===== src/rtl/intt_gs_butterfly.sv =====
// Three-stage Gentleman-Sande butterfly for the inverse NTT over p = 2^16+1.
// Optional per-stage halving of both results is enabled with INTT_HALVE_EN.
module intt_gs_butterfly #(
    parameter int WIDTH = 17,
    parameter int PRIME = 65537,
    parameter int M     = 16
) (
    input  logic             clk,
    input  logic             rst_n,
    input  logic             in_valid,
    output logic             in_ready,
    input  logic [WIDTH-1:0] in_a,
    input  logic [WIDTH-1:0] in_b,
    input  logic [WIDTH-1:0] in_w,
    input  logic             in_last,
    output logic             out_valid,
    input  logic             out_ready,
    output logic [WIDTH-1:0] out_x,
    output logic [WIDTH-1:0] out_y,
    output logic             out_last
);

    localparam int SW = WIDTH + 1;
    localparam int PW = 2 * WIDTH;
    localparam int HW = PW - M;
    localparam int TW = HW + 1;
    localparam logic [SW-1:0] P_S = SW'(PRIME);
    localparam logic [TW-1:0] P_T = TW'(PRIME);

    logic             v1, v2, v3;
    logic             en;
    logic [WIDTH-1:0] x1, d1, w1;
    logic             last1;
    logic [WIDTH-1:0] x2;
    logic [PW-1:0]    prod2;
    logic             last2;

    logic [SW-1:0]    sum_s, diff_s, x1_next, y1_next;
    logic [PW-1:0]    prod_next;
    logic [TW-1:0]    lo_ext, hi_ext, t_s, y_red;
    logic [WIDTH-1:0] x_fin, y_fin;

`ifdef INTT_HALVE_EN
    // Multiply by 2^-1 mod p: odd values become even by adding p first.
    function automatic logic [WIDTH-1:0] halve(input logic [WIDTH-1:0] v);
        logic [SW-1:0] e;
        e = v[0] ? ({1'b0, v} + P_S) : {1'b0, v};
        return e[SW-1:1];
    endfunction
`endif

    assign en        = out_ready | ~v3;
    assign in_ready  = en;
    assign out_valid = v3;

    // Modular add and subtract on the incoming pair
    always_comb begin
        sum_s   = {1'b0, in_a} + {1'b0, in_b};
        x1_next = (sum_s >= P_S) ? (sum_s - P_S) : sum_s;
        diff_s  = {1'b0, in_a} - {1'b0, in_b};
        y1_next = diff_s[SW-1] ? (diff_s + P_S) : diff_s;
    end

    assign prod_next = {{WIDTH{1'b0}}, d1} * {{WIDTH{1'b0}}, w1};

    // Fermat reduction: 2^M == -1 mod p, so the product folds to lo - hi
    always_comb begin
        lo_ext = {{(TW-M){1'b0}}, prod2[M-1:0]};
        hi_ext = {1'b0, prod2[PW-1:M]};
        t_s    = lo_ext - hi_ext;
        y_red  = t_s[TW-1] ? (t_s + P_T) : t_s;
`ifdef INTT_HALVE_EN
        x_fin  = halve(x2);
        y_fin  = halve(y_red[WIDTH-1:0]);
`else
        x_fin  = x2;
        y_fin  = y_red[WIDTH-1:0];
`endif
    end

    always_ff @(posedge clk or negedge rst_n) begin
        if (!rst_n) begin
            v1       <= 1'b0;
            v2       <= 1'b0;
            v3       <= 1'b0;
            x1       <= '0;
            d1       <= '0;
            w1       <= '0;
            last1    <= 1'b0;
            x2       <= '0;
            prod2    <= '0;
            last2    <= 1'b0;
            out_x    <= '0;
            out_y    <= '0;
            out_last <= 1'b0;
        end else if (en) begin
            v1       <= in_valid;
            x1       <= x1_next[WIDTH-1:0];
            d1       <= y1_next[WIDTH-1:0];
            w1       <= in_w;
            last1    <= in_last;
            v2       <= v1;
            x2       <= x1;
            prod2    <= prod_next;
            last2    <= last1;
            v3       <= v2;
            out_x    <= x_fin;
            out_y    <= y_fin;
            out_last <= last2;
        end
    end

endmodule


===== config.mk =====
export PLATFORM = sky130hd
export DESIGN_NAME = intt_gs_butterfly
export DESIGN_NICKNAME = d
export VERILOG_FILES = /design/src/rtl/intt_gs_butterfly.sv
export SDC_FILE = /design/constraint.sdc
export NUM_CORES = 1
export LEC_CHECK = 0
export BUFFER_PORTS_ARGS = -buffer_cell sky130_fd_sc_hd__buf_2
export CAP_MARGIN = 10
export CORE_MARGIN = 1.5
export CORE_UTILIZATION = 64
export CTS_BUF_LIST = sky130_fd_sc_hd__clkbuf_16
export DETAILED_ROUTE_END_ITERATION = 16
export PLACE_DENSITY = 0.79
export SYNTH_ARGS = -nofsm -noshare
export SYNTH_HDL_FRONTEND = slang
export SYNTH_SLANG_ARGS = --single-unit

===== constraint.sdc =====
create_clock -name clk -period 7.2 [get_ports clk]
set_clock_uncertainty 0.05 [all_clocks]
set_input_delay 0.72 -clock clk [delete_from_list [all_inputs] [get_ports clk]]
set_output_delay 0.72 -clock clk [all_outputs]
set_load 0.01 [all_outputs]

# Yosys cells after proc, flatten, opt, wreduce, memory -nomap -nowiden
# Cells that the tools add are included.
totals:
  register_bits: 142
  latch_bits: 0
  ramBits: 0
  romBits: 0
  input_bits: 56
  out_inout_bits: 37
  word_cells: 26
  memories: 0
op_classes:
  n_addsub: 6
  multipliers: 1
  div_mod_pow: 0
  order_cmp: 1
  n_eq_ne: 0
  shift: 0
  muxes: 3
  n_bitwise: 2
  n_reduce_logical: 0
op_table:
  columns: ["operator", "count"]
  rows:
  - ["$mux W17", 3]
  - ["$add A17 B17 Y17 const B", 2]
  - ["$mul A17 B17 Y34", 1]
  - ["$sub A16 B18 Y19", 1]
  - ["$add A17 B17 Y18", 1]
  - ["$ge A18 B17 Y1 const B", 1]
  - ["$sub A17 B17 Y18", 1]
  - ["$sub A17 B17 Y17 const B", 1]
  - ["$not A1 Y1", 1]
  - ["$or A1 B1 Y1", 1]

# Logic depth before layout (Yosys ltp)
depth:
  ltp_word: 3
  depth_mapped: 25
  ltp_nobuf: 24

# Worst setup path before layout
# OpenSTA, ideal clock, no wires.
synth_timing:
  path_kind: "reg2reg"
  from: "register w1[8]"
  to: "register prod2[32]"
  setup_ns: 0.120
  t_arrival_ns: 6.208
  required_ns: 7.030
  slack_ns: 0.822
  stages_incl_launch_ff: 24
  n_path_buf: 2
  period_less_slack_ns: 6.378
  cell_sequence: "dfrtp_1 -> clkbuf_1 -> clkbuf_1 -> nand2_1 -> fa_1 -> inv_1 -> fa_1 -> fa_1 -> fa_1 -> fa_1 -> inv_1 -> fa_1 -> inv_1 -> ha_1 -> nand2_1 -> o21ai_0 -> a21oi_1 -> o211a_1 -> a311o_1 -> o22ai_1 -> nor4_1 -> o41ai_1 -> nand2_1 -> a31o_2"
synth_via:
  elab_chain_cells: 1
synth_rtl:
  columns: ["element", "line_no", "source"]
  rows:
  - ["start, declared", "32", "logic [WIDTH-1:0] x1, d1, w1;"]
  - ["start signal, assigned", "100", "w1 <= in_w;"]
  - ["$mul A17 B17 Y34", "64", "assign prod_next = {{WIDTH{1'b0}}, d1} * {{WIDTH{1'b0}}, w1};"]
  - ["end signal, assigned", "104", "prod2 <= prod_next;"]
  - ["end, declared", "35", "logic [PW-1:0] prod2;"]
# No other way between the ends.
# A chain may end at the register's enable or synchronous reset.

# Worst setup path in the final report
layout_timing:
  from: "register d1[9]"
  to: "register prod2[32]"
layout_via:
  elab_chain_cells: 1
layout_rtl:
  columns: ["element", "line_no", "source"]
  rows:
  - ["start, declared", "32", null]
  - ["start signal, assigned", "99", "d1 <= y1_next[WIDTH-1:0];"]
  - ["$mul A17 B17 Y34", "64", null]
# No other way between the ends.

==> out/metrics.csv <==
metric,value,unit
Final Critical Period,6.85,ns
DR pass1 iterations,5,
GR Layer Usage met2,57.4,%
biggest cell delay along the critical path,0.68,ns
Bufs and invs on worst path,4,
first-pass GRT wire length,75200,µm
core area,28000,µm²
clk sinks,142,
Placed Cells incl. Taps,2583,
Crit Path Max Fanout,11,
R2R cell count,22,
hpwl dp,36400,µm
area of the multi-input gates,13100,µm²
Mean Syn Cell Area,8.44,µm²
CTS Root Cell,clkbuf_16,
"EDFF count, synth",0,
area grow syn2layout,7.29,%
final WL,46500,µm
setup_tns,0,ns
post-synthesis net count,2621,
CP cell instances,buf_4 > nand2_1 > fa_1 > inv_1 > fa_1 > fa_1 > fa_1 > fa_1 > inv_1 > fa_1 > inv_1 > ha_1 > nand3_1 > nor2_1 > o211ai_1 > o211a_1 > a311o_1 > o22ai_1 > nor4_1 > o41ai_1 > nand2_1 > a31o_2,
max cap viols,0,
CTS Buf Count,17,
synth unique cells,77,
slowest CP cell,dfrtp_1,
drt via density,5.73,
NumNets Final,2669,
io pins,93,
die area,29700,µm²
register-to-register setup slack,0.35,ns
final hold vios,0,
DRT iter0 DRCs,1079,
Die Wd,172,µm
# H-tree levels,4,
"Clk Latency, worst-skew pair",0.44,ns
"flops & latches, synth",142,
GR Layer Usage met3,4.94,%
pin count of the biggest net entering global routing,91,
status,"complete, no violations",
initial antenna violation count,0,
Post-synth top flop,dfrtp_1,
RSZ-0062 raised after global routing,no,
layout cells sized above 1,8.36,%
Cells after Synth,2176,
Worst setup EP type,flip-flop,
min-delay worst type,input port to async pin,
Crit. Startpoint,d1[9],
Top delay family on crit path,adder cells,
filler cell count,2274,
Global Route met1 Usage,39.8,%
port buffer count,92,
Max Freq,0.146,GHz
Syn. warnings,0,
Max Slew Vio Count,0,
synth top area cells,"fa_1 (25%), dfrtp_1 (19%), ha_1 (11%), nand2_1 (8.9%), inv_1 (7.2%)",
FF/Latch Area,3560,µm²
drt wl/cell,17.8,µm
GRT Resource Usage Total,33.0,%
Clock transition at path regs,0.06,ns
period utilisation layout,95.1,%
Max Buffers Root-to-Sink,2,
"Cell Area, Placed",19200,µm²
Async SR Flop Fraction,100,%
Critical Path RT,7.48,ns
Mapped Area,18400,µm²
vias,15000,
Synth area leader,fa_1,
fin area,19700,µm²
Crit path top cell by count,fa_1,
Final ANT Viol Nets,0,
r2r startpoint,d1[9],
residual DRC count,0,
total grt overflow,0,
diode count,0,
Starting Density,65.6,%
Rel. slew slack,35.7,%
worst hold slack,0.207,ns
vias in the first global route,15300,
"Arr. time, crit path",7.13,ns
Die Ht,172,µm
GR peak layer,met2,
final setup fails,0,
Crit Path Class,flip-flop to flip-flop,
final non-filler cell total,2614,
CP startpoint kind,flip-flop,
area share of the largest cell type after synthesis,24.7,%
TritonCTS clock tree,yes,
Worst Max-Slew Pin Slew,0.964,ns
sequential share of the synthesized area,19.3,%
GPL Wtd Cong,0.931,
critical path depth in cells,22,
Row Count,61,
## registers in the layout, summed over array words and instances (netlist names)
signal,cells
v1,1
last2,1
w1,17
x2,17
out_last,1
out_x,17
d1,17
out_valid,1
last1,1
out_y,17
x1,17
v2,1
prod2,34
## cell usage after synthesis (14+ instances only)
library cell and instances:
nand2b_1 17, xor2_1 37, clkbuf_1 78, fa_1 227, nand3_1 34, nand2_1 438
nor3_1 23, a21oi_1 89, nor2_1 82, o21ai_0 77, inv_1 350, dfrtp_1 142
xnor2_1 62, and2_1 136, ha_1 162, a21o_1 14
## per-stage QoR
stage               setup WS, ns  util [%]
floorplan                  0.822         -
global placement           0.578      68.4
detailed placement         0.442      68.4
CTS                        0.340      70.3
global route             0.00254      70.4
finish                     0.350      70.4
## cells in the final DEF (no fill, tap or decap), types with 23 or more instances in the layout
cell / instances
nor3_1: 23
o21ai_0: 77
a21oi_1: 89
nand2_1: 438
buf_4: 27
fa_1: 227
xnor2_1: 62
and2_1: 136
xor2_1: 37
inv_1: 352
buf_2: 91
ha_1: 162
dfrtp_1: 136
nand3_1: 34
nor2_1: 82
## worst paths after layout
check | endpoint
setup / recovery | prod2[32]
hold / removal | out_x[5]
setup reg to reg | prod2[32]
hold reg to reg | out_x[6]
max in group asynchronous | w1[3]
min in group clk | out_x[6]
## logic make-up after synthesis
group / Yosys count / synth area share (%)
xor+xnor: 99 / 4.72
fa+ha+maj: 389 / 35.8
compound gates: 292 / 10.2
flops: 142 / 19.3
simple gates: 807 / 20.5
buf+inv: 442 / 9.20
mux: 5 / 0.279
## per-layer routing
metal	vias to the layer above	wire, µm
met5	-	0
li1	6963	-
met4	0	2320
met1	7306	18100
met2	543	23400
met3	163	2650
## cell type report
cell class	count	share of cell area, %
clock inverter	14	0.622
sequential	142	18.1
multi-input combinational	1592	66.6
timing repair buffer	119	3.40
clock buffer	17	2.16
tap	378	2.40
inverter	352	6.72
## timing repair
| item | in CTS | in global routing |
|---|---|---|
| endpoints found under the setup margin | 0 | 1 |
| setup buffers | 0 | 0 |
| hold buffers | 0 | 0 |
| resized for setup | 0 | 6 |
Power is left out: the tool's default activity adds up to more than one toggle a clock period on the data nets, which glitch-free logic cannot reach.
